File: src/rtl/ether_rx_ctl_if.sv
// Bundle between the RX control/link supervisor and the SFP MAC receive side.
// The master modport is the controller; the slave modport is the MAC/status side.
interface ether_rx_ctl_if #(
  parameter int CNT_WIDTH = 16
);
  logic                 stat_rx_block_lock;
  logic                 stat_rx_status;
  logic                 stat_rx_local_fault;
  logic [1:0]           stat_rx_bad_fcs;
  logic                 cnt_clear;
  logic                 ctl_rx_enable;
  logic                 ctl_rx_check_preamble;
  logic                 ctl_rx_check_sfd;
  logic                 ctl_rx_delete_fcs;
  logic                 ctl_rx_ignore_fcs;
  logic [14:0]          ctl_rx_max_packet_len;
  logic [7:0]           ctl_rx_min_packet_len;
  logic                 rx_reset_req;
  logic                 tx_send_rfi_req;
  logic                 link_up;
  logic [CNT_WIDTH-1:0] link_down_cnt;
  logic [CNT_WIDTH-1:0] bad_fcs_cnt;

  modport master (
    input  stat_rx_block_lock, stat_rx_status, stat_rx_local_fault, stat_rx_bad_fcs, cnt_clear,
    output ctl_rx_enable, ctl_rx_check_preamble, ctl_rx_check_sfd, ctl_rx_delete_fcs,
           ctl_rx_ignore_fcs, ctl_rx_max_packet_len, ctl_rx_min_packet_len,
           rx_reset_req, tx_send_rfi_req, link_up, link_down_cnt, bad_fcs_cnt
  );

  modport slave (
    output stat_rx_block_lock, stat_rx_status, stat_rx_local_fault, stat_rx_bad_fcs, cnt_clear,
    input  ctl_rx_enable, ctl_rx_check_preamble, ctl_rx_check_sfd, ctl_rx_delete_fcs,
           ctl_rx_ignore_fcs, ctl_rx_max_packet_len, ctl_rx_min_packet_len,
           rx_reset_req, tx_send_rfi_req, link_up, link_down_cnt, bad_fcs_cnt
  );
endinterface

File: src/rtl/ether_rx_ctl.sv
// RX control and link supervisor: drives MAC RX configuration, debounces link-up,
// pulses an RX reset on lock timeout, requests RFI while down, keeps status counters.
module ether_rx_ctl #(
  parameter int STABLE_CYCLES    = 1024,
  parameter int LOCK_TIMEOUT     = 1048576,
  parameter int RST_PULSE_CYCLES = 16,
  parameter int CNT_WIDTH        = 16,
  parameter int MAX_PKT_LEN      = 9600,
  parameter int MIN_PKT_LEN      = 64
) (
  input  logic          ctl_clk,
  input  logic          ctl_reset,
  ether_rx_ctl_if.master bus
);
  localparam int T_A  = (LOCK_TIMEOUT > STABLE_CYCLES) ? LOCK_TIMEOUT : STABLE_CYCLES;
  localparam int TMAX = (T_A > RST_PULSE_CYCLES) ? T_A : RST_PULSE_CYCLES;
  localparam int TW   = (TMAX > 1) ? $clog2(TMAX) : 1;

  typedef enum logic [2:0] {IDLE, WAIT_LOCK, WAIT_STABLE, UP, RESET_RX} state_t;

  state_t               state, next_state;
  logic [TW-1:0]        timer, next_timer;
  logic                 good;
  logic                 enable, reset_req, rfi_req, link_up;
  logic [CNT_WIDTH-1:0] link_down_cnt, bad_fcs_cnt;

  // Moore outputs {enable, reset_req, rfi_req, link_up} for a given state
  function automatic logic [3:0] moore(input state_t s);
    case (s)
      WAIT_LOCK:   moore = 4'b1010;
      WAIT_STABLE: moore = 4'b1010;
      UP:          moore = 4'b1001;
      RESET_RX:    moore = 4'b0110;
      default:     moore = 4'b0000;
    endcase
  endfunction

  function automatic logic [CNT_WIDTH-1:0] sat_add(input logic [CNT_WIDTH-1:0] a,
                                                   input logic [1:0] b);
    logic [CNT_WIDTH:0] s;
    s = {1'b0, a} + {{(CNT_WIDTH-1){1'b0}}, b};
    sat_add = s[CNT_WIDTH] ? {CNT_WIDTH{1'b1}} : s[CNT_WIDTH-1:0];
  endfunction

  assign good = bus.stat_rx_block_lock & bus.stat_rx_status & ~bus.stat_rx_local_fault;

  always_comb begin
    next_state = state;
    next_timer = timer + 1'b1;
    case (state)
      IDLE: begin
        next_state = WAIT_LOCK;
        next_timer = '0;
      end
      WAIT_LOCK: begin
        if (good) begin
          next_state = WAIT_STABLE;
          next_timer = '0;
        end else if (timer == TW'(LOCK_TIMEOUT - 1)) begin
          next_state = RESET_RX;
          next_timer = '0;
        end
      end
      WAIT_STABLE: begin
        if (!good) begin
          next_state = WAIT_LOCK;
          next_timer = '0;
        end else if (timer == TW'(STABLE_CYCLES - 1)) begin
          next_state = UP;
          next_timer = '0;
        end
      end
      UP: begin
        next_timer = '0;
        if (!good) next_state = WAIT_LOCK;
      end
      RESET_RX: begin
        if (timer == TW'(RST_PULSE_CYCLES - 1)) begin
          next_state = WAIT_LOCK;
          next_timer = '0;
        end
      end
      default: begin
        next_state = IDLE;
        next_timer = '0;
      end
    endcase
  end

  // Outputs are registered from the next state so they are valid in a state's first cycle
  always_ff @(posedge ctl_clk or posedge ctl_reset) begin
    if (ctl_reset) begin
      state <= IDLE;
      timer <= '0;
      {enable, reset_req, rfi_req, link_up} <= 4'b0000;
    end else begin
      state <= next_state;
      timer <= next_timer;
      {enable, reset_req, rfi_req, link_up} <= moore(next_state);
    end
  end

  always_ff @(posedge ctl_clk or posedge ctl_reset) begin
    if (ctl_reset) begin
      link_down_cnt <= '0;
      bad_fcs_cnt   <= '0;
    end else if (bus.cnt_clear) begin
      link_down_cnt <= '0;
      bad_fcs_cnt   <= '0;
    end else begin
      if (state == UP && !good) link_down_cnt <= sat_add(link_down_cnt, 2'd1);
      if (link_up)              bad_fcs_cnt   <= sat_add(bad_fcs_cnt, bus.stat_rx_bad_fcs);
    end
  end

  assign bus.ctl_rx_enable         = enable;
  assign bus.rx_reset_req          = reset_req;
  assign bus.tx_send_rfi_req       = rfi_req;
  assign bus.link_up               = link_up;
  assign bus.link_down_cnt         = link_down_cnt;
  assign bus.bad_fcs_cnt           = bad_fcs_cnt;
  assign bus.ctl_rx_check_preamble = 1'b1;
  assign bus.ctl_rx_check_sfd      = 1'b1;
  assign bus.ctl_rx_delete_fcs     = 1'b1;
  assign bus.ctl_rx_ignore_fcs     = 1'b0;
  assign bus.ctl_rx_max_packet_len = 15'(MAX_PKT_LEN);
  assign bus.ctl_rx_min_packet_len = 8'(MIN_PKT_LEN);
endmodule

File: src/flat_wrapper.sv
// flat-port wrapper written by rule: the top's interface ports become plain ports
module ether_rx_ctl_flat 
#(
  parameter int STABLE_CYCLES    = 1024,
  parameter int LOCK_TIMEOUT     = 1048576,
  parameter int RST_PULSE_CYCLES = 16,
  parameter int CNT_WIDTH        = 16,
  parameter int MAX_PKT_LEN      = 9600,
  parameter int MIN_PKT_LEN      = 64
)
  (ctl_clk, ctl_reset, bus_stat_rx_block_lock, bus_stat_rx_status, bus_stat_rx_local_fault, bus_stat_rx_bad_fcs, bus_cnt_clear, bus_ctl_rx_enable, bus_ctl_rx_check_preamble, bus_ctl_rx_check_sfd, bus_ctl_rx_delete_fcs, bus_ctl_rx_ignore_fcs, bus_ctl_rx_max_packet_len, bus_ctl_rx_min_packet_len, bus_rx_reset_req, bus_tx_send_rfi_req, bus_link_up, bus_link_down_cnt, bus_bad_fcs_cnt);
  ether_rx_ctl_if #(.CNT_WIDTH(CNT_WIDTH)) bus_i ();
  input  logic ctl_clk;
  input  logic ctl_reset;
  input wire logic [$bits(bus_i.stat_rx_block_lock)-1:0] bus_stat_rx_block_lock;
  input wire logic [$bits(bus_i.stat_rx_status)-1:0] bus_stat_rx_status;
  input wire logic [$bits(bus_i.stat_rx_local_fault)-1:0] bus_stat_rx_local_fault;
  input wire logic [$bits(bus_i.stat_rx_bad_fcs)-1:0] bus_stat_rx_bad_fcs;
  input wire logic [$bits(bus_i.cnt_clear)-1:0] bus_cnt_clear;
  output wire logic [$bits(bus_i.ctl_rx_enable)-1:0] bus_ctl_rx_enable;
  output wire logic [$bits(bus_i.ctl_rx_check_preamble)-1:0] bus_ctl_rx_check_preamble;
  output wire logic [$bits(bus_i.ctl_rx_check_sfd)-1:0] bus_ctl_rx_check_sfd;
  output wire logic [$bits(bus_i.ctl_rx_delete_fcs)-1:0] bus_ctl_rx_delete_fcs;
  output wire logic [$bits(bus_i.ctl_rx_ignore_fcs)-1:0] bus_ctl_rx_ignore_fcs;
  output wire logic [$bits(bus_i.ctl_rx_max_packet_len)-1:0] bus_ctl_rx_max_packet_len;
  output wire logic [$bits(bus_i.ctl_rx_min_packet_len)-1:0] bus_ctl_rx_min_packet_len;
  output wire logic [$bits(bus_i.rx_reset_req)-1:0] bus_rx_reset_req;
  output wire logic [$bits(bus_i.tx_send_rfi_req)-1:0] bus_tx_send_rfi_req;
  output wire logic [$bits(bus_i.link_up)-1:0] bus_link_up;
  output wire logic [$bits(bus_i.link_down_cnt)-1:0] bus_link_down_cnt;
  output wire logic [$bits(bus_i.bad_fcs_cnt)-1:0] bus_bad_fcs_cnt;
  assign bus_i.stat_rx_block_lock = bus_stat_rx_block_lock;
  assign bus_i.stat_rx_status = bus_stat_rx_status;
  assign bus_i.stat_rx_local_fault = bus_stat_rx_local_fault;
  assign bus_i.stat_rx_bad_fcs = bus_stat_rx_bad_fcs;
  assign bus_i.cnt_clear = bus_cnt_clear;
  assign bus_ctl_rx_enable = bus_i.ctl_rx_enable;
  assign bus_ctl_rx_check_preamble = bus_i.ctl_rx_check_preamble;
  assign bus_ctl_rx_check_sfd = bus_i.ctl_rx_check_sfd;
  assign bus_ctl_rx_delete_fcs = bus_i.ctl_rx_delete_fcs;
  assign bus_ctl_rx_ignore_fcs = bus_i.ctl_rx_ignore_fcs;
  assign bus_ctl_rx_max_packet_len = bus_i.ctl_rx_max_packet_len;
  assign bus_ctl_rx_min_packet_len = bus_i.ctl_rx_min_packet_len;
  assign bus_rx_reset_req = bus_i.rx_reset_req;
  assign bus_tx_send_rfi_req = bus_i.tx_send_rfi_req;
  assign bus_link_up = bus_i.link_up;
  assign bus_link_down_cnt = bus_i.link_down_cnt;
  assign bus_bad_fcs_cnt = bus_i.bad_fcs_cnt;
  ether_rx_ctl #(.STABLE_CYCLES(STABLE_CYCLES), .LOCK_TIMEOUT(LOCK_TIMEOUT), .RST_PULSE_CYCLES(RST_PULSE_CYCLES), .CNT_WIDTH(CNT_WIDTH), .MAX_PKT_LEN(MAX_PKT_LEN), .MIN_PKT_LEN(MIN_PKT_LEN)) u_core (.ctl_clk(ctl_clk), .ctl_reset(ctl_reset), .bus(bus_i));
endmodule
File: config.mk
export PLATFORM = sky130hd
export DESIGN_NAME = ether_rx_ctl_flat
export DESIGN_NICKNAME = d
export VERILOG_FILES = /design/src/rtl/ether_rx_ctl_if.sv /design/src/rtl/ether_rx_ctl.sv /design/src/flat_wrapper.sv
export SDC_FILE = /design/constraint.sdc
export NUM_CORES = 1
export LEC_CHECK = 0
export BUFFER_PORTS_ARGS = -buffer_cell sky130_fd_sc_hd__buf_4
export CAP_MARGIN = 20
export CORE_MARGIN = 4
export CORE_UTILIZATION = 45
export DETAILED_ROUTE_END_ITERATION = 6
export PLACE_DENSITY = 0.68
export RECOVER_POWER = 100
export SLEW_MARGIN = 40
export SYNTH_ARGS = -nofsm -noshare
export SYNTH_HDL_FRONTEND = slang
export SYNTH_SLANG_ARGS = --single-unit
File: constraint.sdc
create_clock -name ctl_clk -period 2.9 [get_ports ctl_clk]
set_clock_uncertainty 0.1 [all_clocks]
set_input_delay 0.435 -clock ctl_clk [delete_from_list [all_inputs] [get_ports ctl_clk]]
set_output_delay 0.435 -clock ctl_clk [all_outputs]
set_load 0.05 [all_outputs]
# Yosys cells after proc, flatten, opt, wreduce, memory -nomap -nowiden
# Index checks and enable logic that the tools add are counted.
[word_totals] reg_bits=59 latch_bits=0 mem_bits_rw=0 romBits=0 input_bits=8 output_inout_bits=63 word_cells=51 memories=0
[op_classes] add_sub_neg=3 mul=0 div=0 magnitude_cmp=0 eq_ne=11 shift=0 muxes=20 n_bitwise=3 reduce_logical=6
[ops] operator="$mux 20" count=5
[ops] operator="$mux 16" count=6
[ops] operator="$pmux 20 s3" count=1
[ops] operator="$add 20x1->20 const B" count=1
[ops] operator="$eq 20x10->1 const B" count=1
[ops] operator="$eq 20x20->1 const B" count=1
[ops] operator="$eq 20x4->1 const B" count=1
[ops] operator="$mux 3" count=6
[ops] operator="$add 16x1->17 const B" count=1
[ops] operator="$add 16x2->17" count=1
[ops] operator="$pmux 3 s5" count=1
[ops] operator="$eq 3x2->1 const B" count=4
[ops] operator="$pmux 4 s3" count=1
[ops] operator="$eq 3x1->1 const B" count=2
[ops] operator="$eq 3x3->1 const B" count=2
[ops] operator="$reduce_bool 2->1" count=2
[ops] operator="$logic_not 3->1" count=1
[ops] operator="$and 1x1->1" count=2
[ops] operator="$reduce_or 2->1" count=1
[ops] operator="$logic_and 1x1->1" count=1
[ops] operator="$logic_not 1->1" count=1
[ops] operator="$not 1->1" count=1

# Depth between registers and ports, before layout
[depth] word_depth=7 ltp_mapped=8 ltp_nobuf=8

# Worst setup path after synthesis
# No wires, ideal clock.
[synth_path] path_type="reg2reg" startpoint="reg u_core.bad_fcs_cnt[0] (netlist: u_core.bus.bad_fcs_cnt[0])" endpoint="reg u_core.bad_fcs_cnt[12] (netlist: u_core.bus.bad_fcs_cnt[12])" setup_time_ns=0.099 arrival_time_ns=2.422 t_required_ns=2.701 path_slack_ns=0.279 stages_incl_launch_ff=8 path_buffers=0 synth_period_minus_slack_ns=2.621 path_cell_list="dfrtp_1 ha_1 inv_1 fa_1 nor4_1 and2_1 a21oi_1 a311oi_1"
[synth_between] elab_chain_cells=4
[synth_rtl] item="start, declared" line_no="ether_rx_ctl.sv:25" rtl="logic [CNT_WIDTH-1:0] link_down_cnt, bad_fcs_cnt;"
[synth_rtl] item="start signal, assigned" line_no="ether_rx_ctl.sv:112" rtl="if (link_up) bad_fcs_cnt <= sat_add(bad_fcs_cnt, bus.stat_rx_bad_fcs);"
[synth_rtl] item="$add 16x2->17" line_no="ether_rx_ctl.sv:41" rtl="s = {1'b0, a} + {{(CNT_WIDTH-1){1'b0}}, b};"
[synth_rtl] item="$mux 16" line_no="ether_rx_ctl.sv:42" rtl="sat_add = s[CNT_WIDTH] ? {CNT_WIDTH{1'b1}} : s[CNT_WIDTH-1:0];"
[synth_rtl] item="$mux 16" line_no="ether_rx_ctl.sv:112"
[synth_rtl] item="$mux 16" line_no="ether_rx_ctl.sv:107" rtl="end else if (bus.cnt_clear) begin"
# Every way passes these cells. The select of a mux whose other input is x is not followed.
# A chain may end at the register's enable or synchronous reset.

# Worst setup path after layout
[layout_path] startpoint="reg u_core.timer[14]" endpoint="reg u_core.timer[13]"
[layout_between] elab_chain_cells=4 elab_cells_between_ends=9 cone_classes="eq/ne: 3; mux: 6"
[layout_rtl] item="start, declared" line_no="ether_rx_ctl.sv:22" rtl="logic [TW-1:0] timer, next_timer;"
[layout_rtl] item="start signal, assigned" line_no="ether_rx_ctl.sv:98" rtl="timer <= next_timer;"
[layout_rtl] item="$eq 20x10->1 / $eq 20x20->1 (equally long branches)" line_no="ether_rx_ctl.sv:68, ether_rx_ctl.sv:59"
[layout_rtl] item="$mux 20, on equally long branches" line_no="ether_rx_ctl.sv:68, ether_rx_ctl.sv:59"
[layout_rtl] item="$mux 20, on equally long branches" line_no="ether_rx_ctl.sv:65, ether_rx_ctl.sv:56"
[layout_rtl] item="$pmux 20 s3 *" line_no="ether_rx_ctl.sv:50" rtl="case (state)"
[layout_rtl] item="net u_core.next_timer[13]" line_no="ether_rx_ctl.sv:22"
# The timed path passes the listed nets; every way through them passes the cells marked *.

==> flow_summary.yaml <==
yosys:
  flip_flop_and_latch_count_after_synthesis: 59
  number_of_enable_type_register_cells_in_the_synthesized_netlist: 0
  mappedNetlistArea_sq_mm: 0.00333
  most_repeated_cell_in_the_gate_level_netlist_after_synthesis: "dfrtp_1"
  synth_sequential_area_ratio: 0.443
  synth.lib_cells_used.distinct: 47
  synth_area_leader_cell: "dfrtp_1"
  synth.top_cells.by_area: "dfrtp_1 44%, buf_4 6.1%, nor2_1 5.9%"
  yosys_warnings: 0
  dominantRegCellSynth: "dfrtp_1"
  asyncSetResetFlopFracSynth: 1.00
  synth_common_cells: "59 x dfrtp_1, 52 x nor2_1, 27 x buf_4"
  post_synth.cell_area_avg_sq_um: 9.20
  yosys.area.top_type_share: 0.443
  post_synth_inst_count: 362
job:
  maxCapViolCount: 0
placement:
  post-dp-hpwl_mm: 4.76
  globalplace.congestion: 0.832
  port_buffers: 43
floorplan:
  initial_utilization: 0.462
  coreArea_sq_mm: 0.00721
  die_area_sq_mm: 0.00884
  die_width_um: 94.0
  design.portCount: 71
  die_height_um: 94.0
  std_cell_rows: 31
final_layout:
  post-route-util: 0.518
  fillers: 726
  antenna_cells: 0
  drive_gt1_frac: 0.0791
  finalNetCount: 427
  synthToLayoutAreaGrowth_pct: 12.2
grt:
  grt_antenna_before_repair: 0
  grt_first_pass_wirelength_mm: 11.5
  first_global_vias: 2510
  grt_max_degree: 60
  combined_global_route_utilization_of_all_metal_layers: 0.163
  globalRoute.totalOverflow: 0
detailed_routing:
  routed_wl_mm: 6.96
  detail_route.wl_per_cell_um: 13.5
  via_count: 2743
  detail_route.drc_violations: 0
  detail_route.first_pass.iterations: 4
  antenna_violating_nets_post_route: 0
  post_drt_via_cell_ratio: 5.32
  drt_iter0_drc: 135
clock_tree:
  clkTransAtPathRegs_ps: 60
  hold_buffers: 0
  ctsHtreeMaxLevel: 3
  clock_latency_ps: 330
  cts_setup_buffers: 0
  cts-buffers-inserted: 9
  clk_path_buf_depth: 2
  cts_tree: "done"
  clock-sinks: 59
  cts.root.buffer_cell: "clkbuf_8"
  postCtsResizedCells: 0
status:
  run_status: "finished, final reports clean"
worst_setup_path:
  worst-endpoint-required_ps: 3010
  reg2reg_from: "u_core.timer[14]"
  setup.reg_to_reg.worst_slack_ps: 470
  worst_ep_arrival_time_ps: 2550
  critical_path.startpoint_type: "flop"
  reg2reg_depth: 6
  worstSetupPathType: "flop to flop"
  type_of_element_capturing_the_critical_path: "flop"
  worst_r2r_endpoint: "u_core.timer[13]"
  crit_start: "u_core.timer[14]"
  setup.worst_path.end: "u_core.timer[13]"
  crit_path_max_fanout: 19
timing:
  timing_hold_violations_final: 0
  max_slew_margin: 0.0173
  post-route-period-util: 0.839
  unrepaired_setup_endpoints_after_global_routing: "no"
  tns_ps: 0
  upper_clock_frequency_limit_mhz: 411
  worst_slew_pin_slew_ps: 1470
  setup_violations: 0
  hold_ws_ps: 311
  slew_viol_final: 0
  fin_crit_period_ps: 2430
pwr:
  p_per_area_mw_per_mm2: 543
  leakage_uw: 0.00160
  worst_ir_drop_on_vdd_v: 0.000257
worst_hold_path:
  worstHoldPathType: "input pin to flop"
[registers in the layout (all words and copies together), names as in the netlist]
name and cells:
u_core.bus.tx_send_rfi_req 1, u_core.bus.ctl_rx_enable 1, u_core.timer 20, u_core.bus.link_up 1, u_core.bus.bad_fcs_cnt 16, u_core.bus.link_down_cnt 16
u_core.bus.rx_reset_req 1, u_core.state 3
[routing by layer]
layer  up-vias  share of wire  GRT usage
met5         -              0          0
met4         0         0.0073     0.0505
met3         7          0.046     0.0441
met1      1336           0.47      0.212
met2        52           0.48      0.263
li1       1348              -          -
[how the worst min path moves through the flow]
stage,endpoint,from,depth (start not counted)
6_report,u_core.state[1],bus_stat_rx_local_fault,3
5_1_grt,u_core.state[1],bus_stat_rx_local_fault,3
4_1_cts,u_core.timer[7],ctl_reset,3
3_5_place_dp,u_core.timer[0],u_core.timer[0],1
3_3_place_gp,u_core.timer[0],u_core.timer[0],1
2_1_floorplan,u_core.timer[0],u_core.timer[0],1
[metrics by stage]
step	cell area (sq um)	setup WS, ps	power (uW)	instances
4_1_cts	3890	493	2060	516
3_5_place_dp	3690	431	1290	502
2_1_floorplan	3420	279	1240	387
6_report	3740	468	2030	516
3_3_place_gp	3690	529	1290	502
5_1_grt	3740	287	2130	516
[worst max-delay path: stages, from the launching register on]
cell,delay (ps)
dfrtp_1,410
or4_4,550
nor4_4,270
nand4_1,300
a221oi_4,330
buf_4,270
nor2_1,80
[placed cells by master (no fill, tap or decap), drive strengths merged, types with 2 or more instances in the layout]
master   n
or4      2
o21ai    6
a21oi   13
nor3    19
nand3   20
a211oi  14
o21bai   3
nand4   10
xnor2    6
o21a     2
and2     6
dfrtp   59
nor2b    3
ha       4
nor2    52
mux2i    5
buf     11
nand2   23
nand2b   3
clkbuf  53
and4     6
conb    27
a31oi    9
inv     11
nand3b   3
xor2    12
nor4     6
and3     9
a311oi   5
[where the power goes]
group / total (uW) / internal (uW) / switching [uW]
Combinational: 366 / 97.4 / 269
Clock: 766 / 456 / 310
Sequential: 896 / 861 / 34.5
[layout make-up]
cell class,count,area [sq um],area share
multi-input cells,281,1650,0.442
repair buffers,52,241,0.0646
well taps,99,124,0.0332
clock buffers,12,165,0.0442
clock inverters,2,35.0,0.00938
inverters,11,41.3,0.0111
flip-flops and latches,59,1480,0.395
[cell families (layout without fill, tap and decap cells)]
family | Yosys count | in the layout | synth area share
XOR/XNOR | 18 | 18 | 0.0473
AND/OR/NAND/NOR | 167 | 167 | 0.259
AO/OA/AOI/OAI | 59 | 59 | 0.127
multiplexers | 5 | 5 | 0.0150
buffers and inverters | 47 | 77 | 0.0856
flip-flops | 59 | 59 | 0.443
other | 2 | 27 | 0.00225
adder cells (fa/ha/maj) | 5 | 5 | 0.0210
No activity file was read; power rests on OpenSTA's default activity.
